`src/rtl/mul_share_arbiter.sv`:
```
// Round-robin arbiter that time-shares one pipelined WIDTHxWIDTH multiplier
// among NREQ valid/ready requesters, returning id-tagged products in accept order.
module mul_share_arbiter #(
  parameter int unsigned NREQ    = 4,
  parameter int unsigned WIDTH   = 8,
  parameter int unsigned MUL_LAT = 2,
  parameter int unsigned IDW     = $clog2(NREQ)
) (
  input  logic                    clk,
  input  logic                    rst,
  input  logic [NREQ-1:0]         req_valid,
  input  logic [NREQ*WIDTH-1:0]   req_a,
  input  logic [NREQ*WIDTH-1:0]   req_b,
  output logic [NREQ-1:0]         req_ready,
  output logic                    rsp_valid,
  input  logic                    rsp_ready,
  output logic [IDW-1:0]          rsp_id,
  output logic [WIDTH-1:0]        rsp_data,
  output logic                    rsp_ovf
);

  localparam int unsigned LAST = MUL_LAT - 1;
  localparam int unsigned PW   = 2 * WIDTH;
  localparam int unsigned SW   = IDW + 1;

  logic [IDW-1:0]   ptr;
  logic [IDW-1:0]   winner_c;
  logic             found_c;
  logic             advance_c;
  logic             accept_c;
  logic [WIDTH-1:0] a_c;
  logic [WIDTH-1:0] b_c;
  logic [PW-1:0]    prod_c;

  logic [MUL_LAT-1:0] stg_valid;
  logic [MUL_LAT-1:0] stg_ovf;
  logic [IDW-1:0]     stg_id   [MUL_LAT];
  logic [WIDTH-1:0]   stg_data [MUL_LAT];

  // Whole pipeline, output register included, moves only when the output can drain.
  assign advance_c = !stg_valid[LAST] || rsp_ready;

  // Circular scan from ptr: first valid requester wins.
  always_comb begin : rr_pick
    logic [SW-1:0]  sum;
    logic [IDW-1:0] idx;
    found_c  = 1'b0;
    winner_c = '0;
    sum      = '0;
    idx      = '0;
    for (int unsigned k = 0; k < NREQ; k++) begin
      sum = {1'b0, ptr} + SW'(k);
      if (sum >= SW'(NREQ)) begin
        sum = sum - SW'(NREQ);
      end
      idx = IDW'(sum);
      if (!found_c && req_valid[idx]) begin
        found_c  = 1'b1;
        winner_c = idx;
      end
    end
  end

  assign accept_c = advance_c && found_c && !rst;

  always_comb begin : grant_vec
    req_ready = '0;
    if (accept_c) begin
      req_ready[winner_c] = 1'b1;
    end
  end

  assign a_c    = req_a[winner_c*WIDTH +: WIDTH];
  assign b_c    = req_b[winner_c*WIDTH +: WIDTH];
  assign prod_c = PW'(a_c) * PW'(b_c);

  // Priority rotates to the requester after the one just accepted.
  always_ff @(posedge clk or posedge rst) begin : ptr_reg
    if (rst) begin
      ptr <= '0;
    end else if (accept_c) begin
      ptr <= (winner_c == IDW'(NREQ - 1)) ? '0 : winner_c + IDW'(1);
    end
  end

  // Stage 0 captures the tagged product; later stages delay it, bubbles included.
  always_ff @(posedge clk or posedge rst) begin : pipe
    if (rst) begin
      stg_valid <= '0;
      stg_ovf   <= '0;
      for (int unsigned i = 0; i < MUL_LAT; i++) begin
        stg_id[i]   <= '0;
        stg_data[i] <= '0;
      end
    end else if (advance_c) begin
      stg_valid[0] <= accept_c;
      if (accept_c) begin
        stg_id[0]   <= winner_c;
        stg_data[0] <= prod_c[WIDTH-1:0];
        stg_ovf[0]  <= |prod_c[PW-1:WIDTH];
      end
      for (int unsigned i = 1; i < MUL_LAT; i++) begin
        stg_valid[i] <= stg_valid[i-1];
        stg_id[i]    <= stg_id[i-1];
        stg_data[i]  <= stg_data[i-1];
        stg_ovf[i]   <= stg_ovf[i-1];
      end
    end
  end

  assign rsp_valid = stg_valid[LAST];
  assign rsp_id    = stg_id[LAST];
  assign rsp_data  = stg_data[LAST];
  assign rsp_ovf   = stg_ovf[LAST];

endmodule

```
`config.mk`:
```
export PLATFORM = sky130hd
export DESIGN_NAME = mul_share_arbiter
export DESIGN_NICKNAME = d
export VERILOG_FILES = /design/src/rtl/mul_share_arbiter.sv
export SDC_FILE = /design/constraint.sdc
export NUM_CORES = 1
export LEC_CHECK = 0
export CORE_MARGIN = 8
export CORE_UTILIZATION = 48
export CTS_BUF_LIST = sky130_fd_sc_hd__clkbuf_4 sky130_fd_sc_hd__clkbuf_8 sky130_fd_sc_hd__clkbuf_16
export CTS_CLUSTER_SIZE = 30
export DETAILED_ROUTE_END_ITERATION = 7
export PLACE_DENSITY_LB_ADDON = 0.1
export SETUP_SLACK_MARGIN = 0.1
export SYNTH_ARGS = -nofsm -noshare
export SYNTH_HDL_FRONTEND = slang
export SYNTH_SLANG_ARGS = --single-unit
```
`constraint.sdc`:
```
create_clock -name clk -period 5.5 [get_ports clk]
set_clock_uncertainty 0.1 [all_clocks]
set_input_delay 0.825 -clock clk [delete_from_list [all_inputs] [get_ports clk]]
set_output_delay 0.825 -clock clk [all_outputs]
set_load 0.02 [all_outputs]
```
==> Word-level counts from Yosys, hierarchy flattened <==
Cells that the tools add are included.
{ "classes": {"add_sub_neg": 8, "n_reduce_logical": 14, "mul": 1, "muxes": 24, "shifts": 2, "order_cmp": 10, "n_eq_ne": 1} }
{ "ops": {"columns": ["cell", "count"], "rows": [
  ["indexed part select 32 x 6 -> 8 bit", 2],
  ["two-way mux 2 bit", 9],
  ["multiplier 8 x 8 -> 16 bit", 1],
  ["less-than comparator 2 x 3 -> 1 bit, second input constant", 5],
  [">= comparator 3 bit, second input constant", 3],
  ["two-way mux 1 bit", 9],
  ["binary-select mux 1 bit (select 2 bit)", 4],
  ["OR reduction 8 bit", 1],
  ["subtractor 2 x 1 -> 2 bit, second input constant", 4],
  ["adder 2 x 2 -> 3 bit, second input constant", 2],
  ["logical AND 1 bit", 6],
  ["zero test 1 bit", 5],
  ["two-way mux 4 bit", 1],
  ["adder 2 x 1 -> 3 bit, second input constant", 1],
  [">= comparator 2 x 3 -> 1 bit, second input constant", 1],
  ["adder 2 x 1 -> 2 bit, second input constant", 1],
  ["demux 1 bit (select 2 bit)", 1],
  ["== test 2 bit, second input constant", 1],
  [">= comparator 2 x 1 -> 1 bit, second input constant", 1],
  ["AND reduction 2 bit", 1],
  ["logical OR 1 bit", 1]
]} }
{ "totals": {"input_bits": 71, "output_inout_bits": 16, "regBits": 26, "wordCells": 68} }

==> Longest topological paths before layout <==
Gate-level depths: netlist of the first run.
{ "logic_depth": {"word_depth": 19, "depth_mapped": 23, "mapped_depth_nobuf": 20} }

==> Worst setup path before layout of the first run <==
OpenSTA, ideal clock, no wires.
{ "synth_path": {"path_type": "in2reg", "start": "in req_valid[2]", "end": "reg stg_ovf[0]", "n_path_buf": 2, "setup_ns": 0.131, "path_slack_ns": -0.373, "path_stages": 20, "required_ns": 5.269, "arrival_ns": 5.642, "path_cell_list": "nor2b_1 -> o21ai_0 -> o211ai_1 -> buf_6 -> buf_12 -> mux2i_1 -> mux2_2 -> or2_1 -> fa_1 -> fa_1 -> fa_1 -> fa_1 -> inv_1 -> ha_1 -> a2111o_1 -> o21ai_0 -> a21oi_1 -> mux2i_1 -> nor4_1 -> a31oi_1"} }
{ "synth_via": {"elab_chain_cells": 15, "elab_cells_between_ends": 29, "classes_between": "mul: 1; shift: 2; mux: 16; reduce/logical: 10"} }
{ "synth_rtl": {"columns": ["element", "line", "rtl"], "rows": [
  ["start, declared", "11", "input logic [NREQ-1:0] req_valid,"],
  ["binary-select mux 1 bit (select 2 bit)", "57", "if (!found_c && req_valid[idx]) begin"],
  ["two-way mux 1 bit (not written as such)", "57", null],
  ["two-way mux 1 bit", "57", null],
  ["zero test 1 bit", "57", null],
  ["logical AND 1 bit", "57", null],
  ["two-way mux 1 bit", "57", null],
  ["zero test 1 bit", "57", null],
  ["logical AND 1 bit", "57", null],
  ["two-way mux 1 bit", "57", null],
  ["zero test 1 bit", "57", null],
  ["logical AND 1 bit", "57", null],
  ["two-way mux 2 bit or two-way mux 1 bit (tied branches)", "57", null],
  ["indexed part select 32 x 6 -> 8 bit, or another cell as far along", "73", "assign a_c = req_a[winner_c*WIDTH +: WIDTH];"],
  ["multiplier 8 x 8 -> 16 bit or logical AND 1 bit (tied branches)", "75, 64", null],
  ["OR reduction 8 bit or AND reduction 2 bit (tied branches)", null, null],
  ["end signal, assigned", "100", "stg_ovf[0] <= |prod_c[PW-1:WIDTH];"],
  ["end signal, assigned by index", "106", "stg_ovf[i] <= stg_ovf[i-1];"],
  ["end, declared", "36", "logic [MUL_LAT-1:0] stg_ovf;"]
]} }
Several ways; a longest one is shown, not always the timed one. The select of a mux whose other input is x is not followed.
A chain may end at the register's enable or synchronous reset.

==> Worst setup path after layout of the first run <==
{ "layout_path": {"start": "in req_valid[0]", "end": "reg stg_ovf[0]"} }
The elaborated chain is that of the path after synthesis.

==> summary.txt, run 1 <==
Cells and area
  – Nets: 758
  – P&R area growth vs syn: 48.8%
  – Diode count: 0
  – Most frequent cells in the layout: clkdlybuf4s50_1, buf_4, inv_1, nand2_1, nor2_1
  – Most common cell after layout, fill and taps aside: clkdlybuf4s50_1
  – Share of layout cells above drive strength 1: 0.252

Clock tree
  – Clk slew on worst S/H paths: 0.09 ns
  – Clock insertion delay at the later pin of the skew report: 0.27 ns
  – Total CTS buffers: 3
  – Clock sink total: 26
  – CTS tree: done
  – Worst-case clock buffer depth: 2
  – CTS H-tree depth: 1
  – Clock Tree Root: clkbuf_8

Logic synthesis
  – Syn. warnings: 0
  – Net Count, Synth: 600
  – Sequential area share after synthesis: 0.163
  – Syn avg cell area: 8.84 sq um
  – Largest family of logic cells by synthesized area: adder cells
  – Post-synthesis simple-gate area fraction: 0.199
  – Commonest register cell after synthesis: dfrtp_1
  – Xor and xnor area share after synthesis: 0.0109
  – Post-synth cell types: 48
  – Post-synth EDFFs: 0
  – Adder and majority gate portion of the synthesized area: 0.305
  – Multiplexer share of the synthesized area: 0.144
  – Compound-gate portion of the synthesized area: 0.0747
  – Post-synthesis cell count: 453
  – Synthesized area: 0.00400 sq mm
  – Synth async-reset ratio: 1.00
  – Synth Register Bits: 26

Die
  – Core area: 0.00813 sq mm
  – Core Rows: 33
  – Die H: 107 um
  – Starting Density: 0.492
  – Die ar.: 0.0115 sq mm
  – I/O Pins: 87
  – Die X: 107 um

Hold path
  – Hold Crit Class: register to register

Worst setup path
  – Worst EP required: 5.55 ns
  – Startpoint type of the worst setup path: primary input
  – CP Max Fanout: 7
  – Crit Path Class: primary input to register
  – CP arrival: 5.96 ns
  – Crit. End Element: register

Timing
  – Fin crit share: 1.07
  – Worst rel slew slack: 0.350
  – Minimum clock period: 5.91 ns
  – FMAX: 169 MHz
  – Final Hold Viols: 0
  – Hold slack final: 0.363 ns
  – Max-slew violation count: 0
  – Endpoints failing setup: 1
  – Actual slew at the worst max-slew pin: 0.974 ns
  – RSZ-0062 raised after global routing: true
  – Final worst slack: -0.409 ns

Routing
  – DRC Markers: 0
  – Post-DR vias/cell: 5.11
  – DRT antenna net count: 0
  – Drt initial violations: 94
  – Routed Wire Length: 11,200 um
  – Drt first pass iters: 4
  – WL/cell: 15.6 um
  – Via count: 3,654

Global routing
  – All-layer global routing usage: 0.198
  – First-pass GRT wire length: 18,700 um
  – GRT Residual Overflow: 0
  – Antenna violations before repair: 0
  – Vias in the first global route: 3,996
  – Largest net degree at the start of global routing: 27

Placement
  – Routability congestion estimate: 0.947
  – Buffers on Ports: 86
  – Detailed placement HPWL: 8480 um

Run
  – Maxcap violations: 0

Status
  – Status: finished with violations
  – Failing checks: setup timing
## Yosys cell counts (3+ instances only)
library cell  count  area [sq um]
and2_1            4          25.0
inv_1            63           236
nand2b_1          4          25.0
nor4_1            3          18.8
nand2_1          57           214
dfrtp_1          26           651
fa_1             36           721
ha_1             40           500
or2_1            33           206
nor2b_1           6          37.5
mux2_2            9           101
a21oi_1           7          35.0
a211oi_1          4          30.0
nor2_1           43           161
clkbuf_1          6          22.5
o21ai_0          10          50.1
a21o_1            3          22.5
buf_6             4          45.0
buf_4            10          75.1
mux2i_1          34           340
nor3_1            6          30.0
xor2_1            3          26.3
mux2_4            9           135
## cell type report
cell class / instances / area (sq um)
multi-input cells: 342 / 3240
flip-flops and latches: 26 / 651
inverters: 63 / 236
clock buffers: 4 / 55.1
well taps: 105 / 131
repair buffers: 175 / 1640
fillers: 613 / 2180
## worst paths after layout
kind	start	endpoint	slack, ns	cells past startpoint
worst min-delay path	stg_valid[0]	stg_valid[1]	0.36	1
worst max register to register	ptr[0]	stg_ovf[0]	-0.27	22
min in group asynchronous	rst	rsp_data[7]	1.04	2
worst max-delay path	req_valid[0]	stg_ovf[0]	-0.41	23
worst min register to register	stg_valid[0]	stg_valid[1]	0.36	1
max in group asynchronous	rst	rsp_data[1]	3.67	2
## stage by stage
stage               cells  setup TNS (ns)  utilization  area (sq um)  setup WS, ns
floorplan             453          -0.107            -          4140        -0.107
global placement      679           -2.02        0.663          5390         -1.07
detailed placement    679           -2.24        0.663          5390         -1.14
CTS                   708          -0.355        0.714          5810        -0.355
global route          715          -0.588        0.732          5960        -0.588
finish                715          -0.409        0.732          5960        -0.409
## worst max-delay path: stages
cell and delay (ns):
buf_8 0.10, and2b_1 0.19, a21oi_2 0.16, o211ai_1 0.10, buf_4 0.17, buf_6 0.12
buf_12 0.14, mux2i_4 0.18, mux2_4 0.31, or2_1 0.25, fa_1 0.47, fa_1 0.53
fa_1 0.50, fa_1 0.49, inv_1 0.06, ha_4 0.26, buf_4 0.14, o21ai_1 0.14
nand2b_1 0.10, a211oi_2 0.22, a31oi_1 0.08, nor4_2 0.28, a31oi_1 0.12
## cell families after synthesis
group / count (synthesis)
adders and majority gates: 76
and+or+nand+nor: 166
DFF: 26
muxes: 52
buffers and inverters: 85
AOI/OAI and AO/OA: 43
xor gates and xnor gates: 5
## metal layers
layer	up-vias	global-route usage	wire, um
met5	-	0	0
met3	12	0.0186	263
li1	1782	-	-
met4	0	0.0402	99
met2	49	0.376	6090
met1	1811	0.234	4700
## repair_timing
item,in CTS,in global routing
cloned,4,0
endpoints found under the setup margin,3,3
resized for setup,45,33
hold buffers,0,0
buffers inserted,21,9
pin swaps,25,21
Power of run 1 is left out: the tool's default activity adds up to more than one toggle a clock period on the data nets, which glitch-free logic cannot reach.
==> run 2: changes to the inputs <==
--- a/config.mk
+++ b/config.mk
@@ -12,6 +12,7 @@
 export DETAILED_ROUTE_END_ITERATION = 7
 export PLACE_DENSITY_LB_ADDON = 0.1
 export SETUP_SLACK_MARGIN = 0.1
+export SLEW_MARGIN = 30
 export SYNTH_ARGS = -nofsm -noshare
 export SYNTH_HDL_FRONTEND = slang
 export SYNTH_SLANG_ARGS = --single-unit
==> summary.txt, run 2 (same netlist as run 1, synthesis figures left out) <==
Timing
  – Final Hold Viols: 0
  – Fin crit share: 1.07
  – Minimum clock period: 5.91 ns
  – Max-slew violation count: 0
  – Endpoints failing setup: 1
  – Worst rel slew slack: 0.407
  – Actual slew at the worst max-slew pin: 0.888 ns
  – FMAX: 169 MHz
  – RSZ-0062 raised after global routing: true
  – Final worst slack: -0.409 ns

Worst setup path
  – Most frequent cell on the critical path: fa_1
  – RR Endpoint: stg_ovf[0]
  – Critical Path, Cell by Cell: buf_8, and2b_1, a21oi_2, o211ai_1, buf_4, buf_6, buf_12, mux2i_4, mux2_4, or2_1, fa_1, fa_1, fa_1, fa_1, inv_1, ha_4, buf_4, o21ai_1, nand2b_1, a211oi_2, a31oi_1, nor4_2, a31oi_1
  – Crit-path leading delay family: adder cells
  – R2R setup slack: -0.27 ns
  – Crit Path Class: primary input to register
  – CP Max Fanout: 7
  – Delay of the slowest critical-path stage: 0.53 ns
  – Crit. End Element: register
  – Worst Path Buf+Inv: 6
  – Crit path depth: 23
  – Worst Setup EP: stg_ovf[0]
  – CP arrival: 5.96 ns
  – Critical Path Start: req_valid[0]
  – Startpoint type of the worst setup path: primary input
  – Critical R2R Launch: ptr[0]
  – R2R depth: 22
  – Worst EP required: 5.55 ns
  – CP max stage cell: fa_1

Die
  – Die X: 107 um
  – Core area: 0.00813 sq mm
  – Die ar.: 0.0115 sq mm
  – Die H: 107 um
  – I/O Pins: 87
  – Core Rows: 33
  – Starting Density: 0.492

Clock tree
  – CTS tree: done
  – Clk slew on worst S/H paths: 0.09 ns
  – CTS H-tree depth: 1
  – Worst-case clock buffer depth: 2
  – Clock insertion delay at the later pin of the skew report: 0.27 ns
  – Clock Tree Root: clkbuf_8
  – Total CTS buffers: 3
  – Clock sink total: 26
  – Hold_buf cts: 0

Global routing
  – Vias in the first global route: 3,996
  – Largest net degree at the start of global routing: 27
  – First-pass GRT wire length: 18,700 um
  – All-layer global routing usage: 0.198
  – GRT Residual Overflow: 0
  – Antenna violations before repair: 0

Routing
  – Via count: 3,654
  – Drt initial violations: 93
  – DRC Markers: 0
  – Drt first pass iters: 4
  – DRT antenna net count: 0
  – Post-DR vias/cell: 5.11
  – Routed Wire Length: 11,200 um
  – WL/cell: 15.6 um

Status
  – Status: finished with violations
  – Failing checks: setup timing

Placement
  – Placement Cell Area: 0.00539 sq mm
  – Buffers on Ports: 86
  – Detailed placement HPWL: 8480 um
  – Routability congestion estimate: 0.947

Hold path
  – Hold_sp: stg_valid[0]
  – Hold Crit Class: register to register

Cells and area
  – Nets: 758
  – Diode count: 0
  – Finished Cell Area: 0.00596 sq mm
  – Reg area: 651 sq um
  – Fillers: 613
  – Share of layout cells above drive strength 1: 0.254
  – Most common cell after layout, fill and taps aside: clkdlybuf4s50_1
  – P&R area growth vs syn: 48.8%
  – Area of the multi-input gates: 0.00324 sq mm
  – Most frequent cells in the layout: clkdlybuf4s50_1, buf_4, inv_1, nand2_1, nor2_1

Run
  – Maxcap violations: 0
[run 2: cell type report]
class                   count  share of cell area
clock buffers               4             0.00924
multi-input cells         342               0.545
inverters                  63              0.0397
repair buffers            175               0.275
well taps                 105              0.0221
flip-flops and latches     26               0.109
[run 2: worst register-to-register path, stage by stage (launching register included)]
cell and delay [ns]:
dfrtp_1 0.46, and2b_1 0.25, a21oi_2 0.16, o211ai_1 0.10
buf_4 0.17, buf_6 0.12, buf_12 0.14, mux2i_4 0.18
mux2_4 0.31, or2_1 0.25, fa_1 0.47, fa_1 0.53
fa_1 0.50, fa_1 0.49, inv_1 0.06, ha_4 0.26
buf_4 0.14, o21ai_1 0.14, nand2b_1 0.10, a211oi_2 0.22
a31oi_1 0.08, nor4_2 0.28, a31oi_1 0.12
[run 2: how the worst min path moves through the flow]
stage | endpoint | cells past startpoint | slack (ns)
finish | stg_valid[1] | 1 | 0.36
floorplan | stg_valid[1] | 1 | 0.33
CTS | stg_valid[1] | 1 | 0.36
detailed placement | stg_valid[1] | 1 | 0.35
global route | stg_valid[1] | 1 | 0.38
global placement | stg_valid[1] | 1 | 0.34
[run 2: timing repair]
item / CTS / global route
pin swaps: 25 / 21
buffers inserted: 21 / 9
gates cloned: 4 / 0
endpoints found under the setup margin: 3 / 3
gates resized for setup: 45 / 33
[run 2: routing by layer]
layer | part of all wire | track usage | up-vias
met1 | 0.42 | 0.234 | 1811
met3 | 0.024 | 0.0186 | 12
met2 | 0.55 | 0.376 | 49
met5 | 0 | 0 | -
met4 | 0.0089 | 0.0402 | 0
li1 | - | - | 1782
[run 2: metrics by stage]
stage,hold WS (ns),setup TNS [ns],worst slack (ns),util,cells
finish,0.363,-0.409,-0.409,0.732,715
global route,0.382,-0.588,-0.588,0.732,715
CTS,0.365,-0.355,-0.355,0.714,708
detailed placement,0.345,-2.24,-1.14,0.663,679
global placement,0.342,-2.02,-1.07,0.663,679
floorplan,0.335,-0.107,-0.107,-,453
Power of run 2 is left out for the same reason.
==> run 3: changes to the inputs <==
--- a/config.mk
+++ b/config.mk
@@ -6,10 +6,12 @@
 export NUM_CORES = 1
 export LEC_CHECK = 0
 export CORE_MARGIN = 8
-export CORE_UTILIZATION = 48
+export CORE_UTILIZATION = 60
 export CTS_BUF_LIST = sky130_fd_sc_hd__clkbuf_4 sky130_fd_sc_hd__clkbuf_8 sky130_fd_sc_hd__clkbuf_16
+export CTS_CLUSTER_DIAMETER = 30
 export CTS_CLUSTER_SIZE = 30
 export DETAILED_ROUTE_END_ITERATION = 7
+export DONT_BUFFER_PORTS = 1
 export PLACE_DENSITY_LB_ADDON = 0.1
 export SETUP_SLACK_MARGIN = 0.1
 export SLEW_MARGIN = 30
==> summary.txt, run 3 (same netlist as run 1, synthesis figures left out) <==
Routing
  – WL/cell: 15.7 um
  – Drt initial violations: 107
  – DRC Markers: 0
  – Via count: 3,196
  – Post-DR vias/cell: 5.64
  – DRT antenna net count: 0
  – Drt first pass iters: 4
  – Routed Wire Length: 8920 um

Hold path
  – Hold Crit Class: primary input to async pin

Placement
  – Detailed placement HPWL: 7510 um
  – Routability congestion estimate: 0.969
  – Buffers on Ports: 0

Global routing
  – All-layer global routing usage: 0.194
  – Largest net degree at the start of global routing: 27
  – Vias in the first global route: 3,372
  – First-pass GRT wire length: 15,700 um
  – GRT Residual Overflow: 0
  – Antenna violations before repair: 0

Clock tree
  – Total CTS buffers: 3
  – Clock insertion delay at the later pin of the skew report: 0.26 ns
  – CTS H-tree depth: 1
  – Hold_buf cts: 0
  – Clk slew on worst S/H paths: 0.08 ns
  – Clock Tree Root: clkbuf_8
  – Worst-case clock buffer depth: 2
  – CTS tree: done
  – Clock sink total: 26

Timing
  – Final Hold Viols: 0
  – Fin crit share: 1.02
  – Final worst slack: -0.129 ns
  – RSZ-0062 raised after global routing: true
  – Max-slew violation count: 0
  – Actual slew at the worst max-slew pin: 0.702 ns
  – Minimum clock period: 5.63 ns
  – FMAX: 178 MHz
  – Worst rel slew slack: 0.532
  – Endpoints failing setup: 1

Worst setup path
  – Crit. End Element: register
  – Delay of the slowest critical-path stage: 0.57 ns
  – Worst Path Buf+Inv: 3
  – CP max stage cell: fa_1
  – Worst EP required: 5.53 ns
  – Crit Path Class: primary input to register
  – Crit-path leading delay family: adder cells
  – Critical Path, Cell by Cell: and2b_1, a21oi_1, o211ai_1, buf_4, buf_6, mux2i_1, mux2_4, or2_1, fa_1, fa_1, inv_1, fa_1, ha_1, ha_4, a2111o_1, o21ai_2, a21oi_1, mux2i_1, nor4_2, a31oi_1
  – CP arrival: 5.66 ns
  – CP Max Fanout: 8
  – Most frequent cell on the critical path: fa_1
  – Startpoint type of the worst setup path: primary input

Cells and area
  – Most common cell after layout, fill and taps aside: inv_1
  – Nets: 639
  – Most frequent cells in the layout: inv_1, nand2_1, buf_4, nor2_1, fa_1
  – Final core utilization: 0.722
  – Diode count: 0
  – P&R area growth vs syn: 15.1%
  – Share of layout cells above drive strength 1: 0.210

Die
  – Die X: 97.7 um
  – Core Rows: 29
  – Die H: 97.7 um
  – Die ar.: 0.00954 sq mm
  – I/O Pins: 87
  – Starting Density: 0.627
  – Core area: 0.00639 sq mm

Status
  – Failing checks: setup timing
  – Status: finished with violations

Run
  – Maxcap violations: 0
-- run 3: worst paths after layout --
path                       slack [ns]           end  depth (start not counted)         start
setup / recovery                -0.13    stg_ovf[0]                         20  req_valid[0]
hold / removal                   0.37  stg_data[15]                          1           rst
setup reg to reg                -0.01    stg_ovf[0]                         20        ptr[0]
hold reg to reg                  0.38  stg_valid[1]                          1  stg_valid[0]
max in group asynchronous        4.59   rsp_data[4]                          1           rst
min in group clk                 0.38  stg_valid[1]                          1  stg_valid[0]
-- run 3: routing by layer --
metal,vias up,track usage,part of all wire
met5,-,0,0
met4,0,0.0501,0.012
met3,11,0.0206,0.035
met2,61,0.363,0.54
met1,1582,0.226,0.41
li1,1542,-,-
-- run 3: cell type report --
type	count	area [sq um]
flip-flops and latches	26	651
well taps	77	96.3
inverters	63	236
clock buffers	3	41.3
multi-input cells	342	3110
repair buffers	56	474
fillers	505	1780
-- run 3: what timing repair did --
item	in CTS	in global routing
endpoints found under the setup margin	1	1
buffers inserted	1	0
resized for setup	9	4
hold endpoints to repair	0	0
cloned	2	0
-- run 3: per-stage QoR --
stage | instance area [sq um] | std cells | TNS, ns | hold WS (ns) | setup slack, ns
finish | 4610 | 567 | -0.129 | 0.371 | -0.129
detailed placement | 4470 | 561 | -0.440 | 0.355 | -0.440
CTS | 4590 | 567 | -0.0841 | 0.374 | -0.0841
floorplan | 4140 | 453 | -0.107 | 0.335 | -0.107
global route | 4610 | 567 | -0.381 | 0.390 | -0.381
global placement | 4460 | 561 | -0.349 | 0.343 | -0.349
Power of run 3 is left out for the same reason.
